$ cat config.mk
export PLATFORM = sky130hd
export DESIGN_NAME = divider16bit_seq
export DESIGN_NICKNAME = d
export VERILOG_FILES = /design/src/rtl/divider16bit_seq_pkg.sv /design/src/rtl/divider16bit_seq_div_step.sv /design/src/rtl/divider16bit_seq.sv
export SDC_FILE = /design/constraint.sdc
export NUM_CORES = 1
export LEC_CHECK = 0
export CAP_MARGIN = 40
export CORE_MARGIN = 2
export CORE_UTILIZATION = 46
export CTS_BUF_LIST = sky130_fd_sc_hd__clkbuf_16
export DETAILED_ROUTE_END_ITERATION = 6
export PLACE_DENSITY = 0.72
export SYNTH_ARGS = -nofsm -noshare
export SYNTH_HDL_FRONTEND = slang
export SYNTH_SLANG_ARGS = --single-unit
$ cat constraint.sdc
create_clock -name clk -period 2.81 [get_ports clk]
set_input_delay 0.562 -clock clk [delete_from_list [all_inputs] [get_ports clk]]
set_output_delay 0.562 -clock clk [all_outputs]
set_load 0.02 [all_outputs]
$ cat src/rtl/divider16bit_seq_pkg.sv
// rtl/divider16bit_seq_pkg.sv - shared types and constants for the sequential divider
// Purpose: FSM state encoding, default operand width and the quotient
//          reported for a zero divisor.
// Ports:   none (package)
package divider16bit_seq_pkg;

  localparam int WIDTH_DEFAULT = 16;

  typedef enum logic [1:0] {
    ST_IDLE = 2'd0,
    ST_RUN  = 2'd1,
    ST_DONE = 2'd2
  } state_e;

  // Zero-divisor quotient (all ones, DIVU semantics); the top replicates
  // bit 0 so any WIDTH gets an all-ones value.
  localparam logic [WIDTH_DEFAULT-1:0] DIV0_QUOTIENT = '1;

endpackage

$ cat src/rtl/divider16bit_seq_div_step.sv
// rtl/divider16bit_seq_div_step.sv - one restoring shift/trial-subtract/restore step
// Purpose: combinational single iteration of restoring division.
// Ports:   rem_i          current partial remainder (always < divisor_i)
//          dividend_msb_i next dividend bit shifted into the remainder
//          divisor_i      divisor
//          rem_o          partial remainder after this step
//          q_bit_o        quotient bit produced by this step
module div_step
  import divider16bit_seq_pkg::*;
#(
  parameter int WIDTH = WIDTH_DEFAULT
) (
  input  logic [WIDTH-1:0] rem_i,
  input  logic             dividend_msb_i,
  input  logic [WIDTH-1:0] divisor_i,
  output logic [WIDTH-1:0] rem_o,
  output logic             q_bit_o
);

  logic [WIDTH:0] shifted;
  logic [WIDTH:0] trial;

  // The shifted remainder can need WIDTH+1 bits when the divisor has its
  // MSB set, so the trial subtraction is one bit wider than the operands.
  // Since rem_i < divisor_i, trial[WIDTH] is exactly the borrow.
  assign shifted = {rem_i, dividend_msb_i};
  assign trial   = shifted - {1'b0, divisor_i};

  assign q_bit_o = ~trial[WIDTH];
  // On borrow shifted < divisor, so its top bit is zero and can be dropped.
  assign rem_o   = trial[WIDTH] ? shifted[WIDTH-1:0] : trial[WIDTH-1:0];

endmodule

$ cat src/rtl/divider16bit_seq.sv
// rtl/divider16bit_seq.sv - sequential unsigned restoring divider, one bit per clock
// Purpose: divides A by B in STEPS cycles; zero divisor finishes in one cycle.
// Ports:   clk, rst (async, active-high)
//          start        request; accepted in IDLE or DONE
//          A, B         dividend / divisor, latched on accept
//          Q, R         registered quotient / remainder, held until next done
//          busy         high while a division is in progress
//          done         one-cycle pulse when Q/R/div_by_zero are updated
//          div_by_zero  set with done when B was zero, held with Q/R
module divider16bit_seq
  import divider16bit_seq_pkg::*;
#(
  parameter int WIDTH = WIDTH_DEFAULT,
  parameter int STEPS = WIDTH
) (
  input  logic             clk,
  input  logic             rst,
  input  logic             start,
  input  logic [WIDTH-1:0] A,
  input  logic [WIDTH-1:0] B,
  output logic [WIDTH-1:0] Q,
  output logic [WIDTH-1:0] R,
  output logic             busy,
  output logic             done,
  output logic             div_by_zero
);

  localparam int CNT_W = (WIDTH > 1) ? $clog2(WIDTH) : 1;
  localparam logic [CNT_W-1:0] LAST_STEP = CNT_W'(STEPS - 1);
  localparam logic [WIDTH-1:0] DIV0_Q = {WIDTH{DIV0_QUOTIENT[0]}};

  state_e           state_q;
  logic [CNT_W-1:0] cnt_q;
  logic [WIDTH-1:0] rem_q;
  logic [WIDTH-1:0] dvd_q;   // dividend shifts out the top, quotient bits enter the bottom
  logic [WIDTH-1:0] dvs_q;
  logic [WIDTH-1:0] q_q;
  logic [WIDTH-1:0] r_q;
  logic             busy_q;
  logic             done_q;
  logic             dbz_q;

  logic [WIDTH-1:0] rem_d;
  logic [WIDTH-1:0] dvd_d;
  logic             q_bit_d;

  div_step #(
    .WIDTH(WIDTH)
  ) u_step (
    .rem_i         (rem_q),
    .dividend_msb_i(dvd_q[WIDTH-1]),
    .divisor_i     (dvs_q),
    .rem_o         (rem_d),
    .q_bit_o       (q_bit_d)
  );

  assign dvd_d = {dvd_q[WIDTH-2:0], q_bit_d};

  always_ff @(posedge clk or posedge rst) begin
    if (rst) begin
      state_q <= ST_IDLE;
      cnt_q   <= '0;
      rem_q   <= '0;
      dvd_q   <= '0;
      dvs_q   <= '0;
      q_q     <= '0;
      r_q     <= '0;
      busy_q  <= 1'b0;
      done_q  <= 1'b0;
      dbz_q   <= 1'b0;
    end else begin
      done_q <= 1'b0;
      case (state_q)
        ST_IDLE, ST_DONE: begin
          if (start) begin
            state_q <= ST_RUN;
            busy_q  <= 1'b1;
            cnt_q   <= '0;
            rem_q   <= '0;
            dvd_q   <= A;
            dvs_q   <= B;
          end else begin
            state_q <= ST_IDLE;
          end
        end
        ST_RUN: begin
          if (dvs_q == '0) begin
            // Zero divisor: report DIVU/REMU result one cycle after accept.
            state_q <= ST_DONE;
            busy_q  <= 1'b0;
            done_q  <= 1'b1;
            q_q     <= DIV0_Q;
            r_q     <= dvd_q;
            dbz_q   <= 1'b1;
          end else begin
            rem_q <= rem_d;
            dvd_q <= dvd_d;
            cnt_q <= cnt_q + 1'b1;
            if (cnt_q == LAST_STEP) begin
              // Publish the final step directly so Q/R never show partial values.
              state_q <= ST_DONE;
              busy_q  <= 1'b0;
              done_q  <= 1'b1;
              q_q     <= dvd_d;
              r_q     <= rem_d;
              dbz_q   <= 1'b0;
            end
          end
        end
        default: begin
          state_q <= ST_IDLE;
          busy_q  <= 1'b0;
        end
      endcase
    end
  end

  assign Q           = q_q;
  assign R           = r_q;
  assign busy        = busy_q;
  assign done        = done_q;
  assign div_by_zero = dbz_q;

endmodule

==> metrics.md, run 1 <==
| Metric | Value |
|---|---|
| CP Capture Type | `flop` |
| Unique masters post-synth | `50` |
| Commonest cells post-synth | `106 x nand2_1, 89 x dfrtp_1, 42 x o21ai_0` |
| Synth top area cells | `dfrtp_1 47%, nand2_1 8.4%, ha_1 4.5%` |
| GR Overflow Total | `0` |
| Worst Hold Path EP | `Q[14]$_DFFE_PP0P_` |
| Buf/Inv on CP | `4` |
| Cell Chain, Critical Path | `inv_2 -> ha_2 -> inv_1 -> fa_2 -> a211oi_2 -> o21ai_2 -> a21boi_2 -> o41ai_4 -> xor2_4 -> buf_4 -> buf_12 -> nand2b_1 -> a31oi_1` |
| Area grow syn2layout | `30.0%` |
| Async SR Flop Fraction | `100%` |
| Tot GR Track Use | `around a quarter` |
| Post-synth EDFFs | `0` |
| Syn. warnings | `0` |
| Worst hold slack | `487 ps` |
| Hold_sp | `Q[14]$_DFFE_PP0P_` |
| Rows | `36` |
| Detailed placement HPWL | `roughly 9.2 mm` |
| CTS Root Cell | `clkbuf_16` |
| # diodes | `0` |
| Buffers on Ports | `about 70` |
| Die area | `11100 um2` |
| Largest net degree at the start of global routing | `90` |
| Slowest cell on crit path | `dfrtp_1` |
| Arrival @ worst endpoint | `roughly 2900 ps` |
| CORE AREA | `9860 um2` |
| CP required | `approximately 3100 ps` |
| Drt drc | `0` |
| Place WS | `-27.3 ps` |
| Mapped Nets | `between 500 and 600` |
| Hold Buf Count CTS | `0` |
| CTS HTree Levels | `3` |
| IO Pins | `70` |
| Final Hold Viols | `0` |
| Share of the synthesized area in the top cell type | `roughly 47%` |
| Final setup margin | `around 130 ps` |
| Non-Filler Instances | `around 760` |
| Reg2Reg Depth | `13` |
| Hold path depth | `2` |
| Origin of the critical flop-to-flop path | `dvd_q[15]$_DFFE_PP0P_` |
| CP max FO | `7` |
| Worst relative slew slack | `60.8%` |
| Max-cap viol count | `0` |
| CP max stage delay | `slightly below 400 ps` |
| Period Utilization, post-route | `95.2%` |
| Placed cells | `735` |
| Min Tclk post-route | `approximately 2700 ps` |
| Slew @ Worst Pin | `about 590 ps` |
| Vias in the first global route | `~4300` |
| Mapped Avg Cell Area | `roughly 8.8 um2` |
| Clock latency on the worst-skew pair | `around 340 ps` |
| Worst hold path type | `flop to flop` |
| DRT Pass-1 Iters | `5` |
| Cts bufs inserted | `9` |
| Initial drt markers | `between 200 and 250` |
| Vert. Die Dim | `between 100 and 150 um` |
| Final ANT Viol Nets | `0` |
| GPL Wtd Cong | `slightly above 0.9` |
| WL/cell | `16.8 um` |
| Register area share after synthesis | `47.2%` |
| Cell area after synthesis | `4720 um2` |
| Status | `complete, no violations` |
| Clock skew | `6.32 ps` |
| Crit Reg-Reg Endpoint | `R[15]$_DFFE_PP0P_` |
| Vias per cell | `between 5 and 6` |
| #FFs+latches synth | `roughly 90` |
| Crit-path leading delay family | `compound AO/OA/AOI/OAI gates` |
| Crit start category | `flop` |
| Initial antenna violation count | `0` |
| Die W | `approximately 110 um` |
| Setup_tns | `0 ps` |
| Fmax | `about 370 MHz` |
| Final nets | `approximately 670` |
| CP Class | `flop to flop` |
| Top-count cell post-synth | `nand2_1` |
| Clock transition at path regs | `70 ps` |
| Final setup violation count | `0` |
| Routed WL | `~13 mm` |
| Clk buf depth | `2` |
| Cells after Synth | `around 540` |
| CTS tree | `done` |
| Starting Density | `a little under half` |
| Post-synth top area cell | `dfrtp_1` |
| Vias | `between 4000 and 5000` |
| Main synth FF type | `dfrtp_1` |
| Layout cells sized above 1 | `roughly an eighth` |
| Slew Limit Fails | `0` |
| CTS sink cnt | `between 80 and 90` |
| Global-route wire length before repair | `around 21 mm` |
| Flop2flop setup slack | `between 100 and 150 ps` |
[metrics by stage]
step | utilization (%) | instance area [um2]
after floorplan | - | 4730
after global placement | 57.6 | 5680
after detailed placement | 57.6 | 5680
after CTS | 60.6 | 5970
after global routing | 62.2 | 6140
final | 62.2 | 6140
[sequential cells by signal, summed over array words and instances (netlist names)]
signal,flops
Q,16
R,16
dvd_q,16
dvs_q,16
rem_q,16
cnt_q,4
state_q,2
busy,1
div_by_zero,1
done,1
[cells in the final DEF (no fill, tap or decap), drive strengths merged, types with 8 or more instances in the layout]
cell / instances
a31oi: 19
o21ai: 50
nand2: 106
clkdlybuf4s50: 69
ha: 17
buf: 34
nand3: 32
a21oi: 37
xnor2: 8
dfrtp: 89
mux2i: 12
or3: 13
nor2: 33
inv: 21
clkbuf: 9
[routing by layer]
layer	up-vias	GRT usage, %	share of wire (%)
met2	125	39.3	48
met5	-	0	0
met4	0	10.7	2.8
met3	28	2.78	5.5
met1	2075	33.3	44
li1	2042	-	-
[area by class of cell]
class | count | area, um2
Clock buffer | 9 | 225
Fill cell | 823 | 3730
Tap cell | 133 | 166
Inverter | 20 | 78.8
Sequential cell | 89 | 2230
Clock inverter | 7 | 47.5
Timing Repair Buffer | 103 | 982
Multi-Input combinational cell | 397 | 2410
[cell families (layout without fill, tap and decap cells)]
| logic type | after synthesis | in the layout | synth area share [%] |
|---|---|---|---|
| simple gates | 218 | 218 | 20.8 |
| flops | 89 | 89 | 47.2 |
| compound gates | 134 | 134 | 17.1 |
| buf+inv | 49 | 139 | 4.13 |
| mux | 14 | 14 | 3.02 |
| xor+xnor | 13 | 13 | 2.81 |
| fa+ha+maj | 18 | 18 | 4.93 |
[repair_timing]
action,in CTS,in global routing
buffers inserted,2,5
setup endpoints to repair,8,30
gates resized for setup,1,34
pin swaps,0,7
[tightest hold or removal path: stages, from the launching register on]
cell,delay [ps]
dfrtp_1,340
nand2_1,50
nand3_1,70
[worst max path at each step]
stage,cells past startpoint,slack (ps),end,start
5_1_grt,13,-20,rem_q[15]$_DFFE_PP0P_,dvd_q[15]$_DFFE_PP0P_
3_5_place_dp,12,-30,rem_q[12]$_DFFE_PP0P_,dvd_q[15]$_DFFE_PP0P_
6_report,13,130,R[15]$_DFFE_PP0P_,dvd_q[15]$_DFFE_PP0P_
3_3_place_gp,12,140,rem_q[11]$_DFFE_PP0P_,dvd_q[15]$_DFFE_PP0P_
2_1_floorplan,12,40,R[6]$_DFFE_PP0P_,dvd_q[15]$_DFFE_PP0P_
4_1_cts,12,50,rem_q[12]$_DFFE_PP0P_,dvd_q[15]$_DFFE_PP0P_
Power of run 1 is left out: the tool's default activity adds up to more than one toggle a clock period on the data nets, which glitch-free logic cannot reach.
==> run 2, diff against run 1 <==
--- a/config.mk
+++ b/config.mk
@@ -7,10 +7,10 @@
 export LEC_CHECK = 0
 export CAP_MARGIN = 40
 export CORE_MARGIN = 2
-export CORE_UTILIZATION = 46
+export CORE_UTILIZATION = 49
 export CTS_BUF_LIST = sky130_fd_sc_hd__clkbuf_16
 export DETAILED_ROUTE_END_ITERATION = 6
-export PLACE_DENSITY = 0.72
+export PLACE_DENSITY = 0.76
 export SYNTH_ARGS = -nofsm -noshare
 export SYNTH_HDL_FRONTEND = slang
 export SYNTH_SLANG_ARGS = --single-unit
==> constraint.sdc (replaced) <==
create_clock -name clk -period 2.81 [get_ports clk]
set_input_delay 0.562 -clock clk [delete_from_list [all_inputs] [get_ports clk]]
set_output_delay 0.562 -clock clk [all_outputs]
set_load 0.005 [all_outputs]
==> run 2 against run 1 <==
Largest cell class unchanged. Maximum frequency decreased by 0.38%. Wire length is 3.6% higher. Highest routed layer unchanged. Non-clock buffer count down 6. Register-to-register slack about the same. Cell count is 1.3% lower. Clock-buffer cell count did not move. Die area fell by 5.9%. Clock skew rose by 2.4 ps. Cell area barely moved.
==> metrics.md, run 2 (synthesized netlist as in run 1, its figures left out) <==
| Metric | Value |
|---|---|
| Status | `complete, no violations` |
| Max-cap viol count | `0 (unchanged)` |
| Crit start category | `flop` |
| Slew Limit Fails | `0 (unchanged)` |
| Final nets | `667 (-0.89%)` |
| Clock skew | `8.73 ps (+2.41 ps)` |
| Cts bufs inserted | `9 (unchanged)` |
| CP Capture Type | `flop` |
| Largest net degree at the start of global routing | `56 (-38%)` |
| Arrival @ worst endpoint | `2950 ps (+20 ps)` |
| Cell Chain, Critical Path | `inv_2 -> ha_4 -> inv_1 -> fa_2 -> a211oi_2 -> o21ai_2 -> buf_4 -> a211o_1 -> a221oi_2 -> xnor2_1 -> mux2i_4 -> a21oi_1` |
| Buffers on Ports | `69 (unchanged)` |
| CTS Root Cell | `clkbuf_16` |
| Die area | `10400 um2 (-5.9%)` |
| Register area | `2230 um2 (unchanged)` |
| Slowest cell on crit path | `dfrtp_1` |
| Fill cell count | `747 (-9.2%)` |
| Crit-path leading delay family | `compound AO/OA/AOI/OAI gates` |
| Initial antenna violation count | `0 (unchanged)` |
| CP Class | `flop to flop` |
| # diodes | `0 (unchanged)` |
| Final setup violation count | `0 (unchanged)` |
| Initial drt markers | `293 (+20%)` |
| Vias per cell | `5.79 (+2.7%)` |
| Worst relative slew slack | `59.2% (-1.7 points)` |
| LEAKAGE | `2.73 nW` |
| Max VDD drop | `between 0.8 and 0.9 mV` |
| Drt drc | `0 (unchanged)` |
| Rows | `35 (-2.8%)` |
| Origin of the critical flop-to-flop path | `dvd_q[15]$_DFFE_PP0P_` |
| Min Tclk post-route | `2690 ps (+10.3 ps)` |
| Die W | `102 um (-3.0%)` |
| CP max FO | `3 (-4)` |
| Non-Filler Instances | `748 (-1.3%)` |
| Area grow syn2layout | `29.9% (about the same)` |
| Vert. Die Dim | `102 um (-3.0%)` |
| DRT Pass-1 Iters | `5 (unchanged)` |
| Tot GR Track Use | `26.0% (+1.6 points)` |
| Pwr Density | `~1600 nW/um2` |
| Starting Density | `50.9% (+3.0 points)` |
| Core occupancy in the finished layout | `66.1% (+3.9 points)` |
| Clock latency on the worst-skew pair | `340 ps (about the same)` |
| Vias in the first global route | `4274 (+0.23%)` |
| CP startpoint | `dvd_q[15]$_DFFE_PP0P_` |
| Buf/Inv on CP | `3 (-1)` |
| Placed cell area | `5650 um2 (-0.57%)` |
| Worst hold path type | `flop to flop` |
| CP max stage delay | `390 ps (about the same)` |
| Routed WL | `13.2 mm (+3.6%)` |
| Worst hold slack | `481 ps (-6.68 ps)` |
| IO Pins | `70 (unchanged)` |
| Final ANT Viol Nets | `0 (unchanged)` |
| Clock transition at path regs | `70 ps (about the same)` |
| Place WS | `51.4 ps (+78.7 ps)` |
| CP required | `3070 ps (about the same)` |
| Setup_tns | `0 ps (unchanged)` |
| GR Overflow Total | `0 (unchanged)` |
| Overall Power | `~10 mW` |
| Area of the multi-input gates | `2410 um2 (unchanged)` |
| Detailed placement HPWL | `9.18 mm (-0.77%)` |
| Vias | `4328 (+1.4%)` |
| CORE AREA | `9280 um2 (-5.9%)` |
| CTS HTree Levels | `3 (unchanged)` |
| Most frequent cells in the layout | `106 x nand2_1, 89 x dfrtp_1, 69 x clkdlybuf4s50_1` |
| Final Hold Viols | `0 (unchanged)` |
| Final design area excluding fillers | `6140 um2 (about the same)` |
| Period Utilization, post-route | `95.6% (+0.37 points)` |
| Layout cells sized above 1 | `11.6% (-0.85 points)` |
| CTS sink cnt | `89 (unchanged)` |
| Fmax | `372 MHz (-0.38%)` |
| Clk buf depth | `2 (unchanged)` |
| Final setup margin | `124 ps (-10.3 ps)` |
| Commonest non-fill, non-tap cell in the layout | `nand2_1` |
| Hold_sp | `div_by_zero$_DFFE_PP0P_` |
| Global-route wire length before repair | `21.1 mm (-1.4%)` |
| Placed cells | `724 (-1.5%)` |
| GPL Wtd Cong | `0.941 (+2.2%)` |
| WL/cell | `17.7 um (+5.0%)` |
| Slew @ Worst Pin | `612 ps (+24.8 ps)` |
| CTS tree | `done` |
[run 2: cell types whose count changed in the layout (fill, tap and decap cells not counted), moves of 2 or more]
| cell | before | now |
|---|---|---|
| clkinv_2 | 3 | 1 |
| o21ai_1 | 13 | 9 |
| clkinv_4 | 2 | 0 |
| o21ai_0 | 36 | 40 |
| inv_6 | 0 | 4 |
| buf_4 | 29 | 23 |
| buf_6 | 3 | 0 |
| mux2i_1 | 1 | 3 |
| clkbuf_16 | 9 | 11 |
[run 2: routing by layer]
layer,track usage [%],wire length [um],vias up
met2,43.5,6600,140
met5,0,0,-
met4,9.44,396,0
met1,34.8,5600,2125
met3,3.42,619,37
li1,-,-,2026
[run 2: worst min-delay path, stage by stage, from the launching register on]
cell and delay [ps]:
dfrtp_1 340, nand2_1 50, nand2_1 60
[run 2: final cells by class]
cell class / instances / share of cell area [%]
multi-input combinational: 397 / 39.3
sequential: 89 / 36.3
timing repair buffer: 97 / 15.9
clock buffer: 9 / 3.67
tap: 129 / 2.63
inverter: 20 / 1.28
clock inverter: 7 / 0.958
[run 2: final timing paths]
| path | endpoint | slack, ps | cells past startpoint |
|---|---|---|---|
| min reg2reg | div_by_zero$_DFFE_PP0P_ | 480 | 2 |
| max | R[14]$_DFFE_PP0P_ | 120 | 12 |
| min | div_by_zero$_DFFE_PP0P_ | 480 | 2 |
| max reg2reg | R[14]$_DFFE_PP0P_ | 120 | 12 |
| min in group asynchronous | dvs_q[6]$_DFFE_PP0P_ | 550 | 2 |
| max in group asynchronous | rem_q[3]$_DFFE_PP0P_ | 1650 | 3 |
[run 2: report_power, final]
part	switching (mW)	leakage (nW)	internal (mW)
logic	3.20	1.50	2.98
registers	0.550	1.09	1.91
clock network	0.547	0.139	0.617
[run 2: timing repair]
item,4_1_cts,5_1_grt
resized for setup,0,24
setup buffers,0,6
hold buffers,0,0
endpoints found under the setup margin,0,29
No activity file was read; power rests on OpenSTA's default activity.
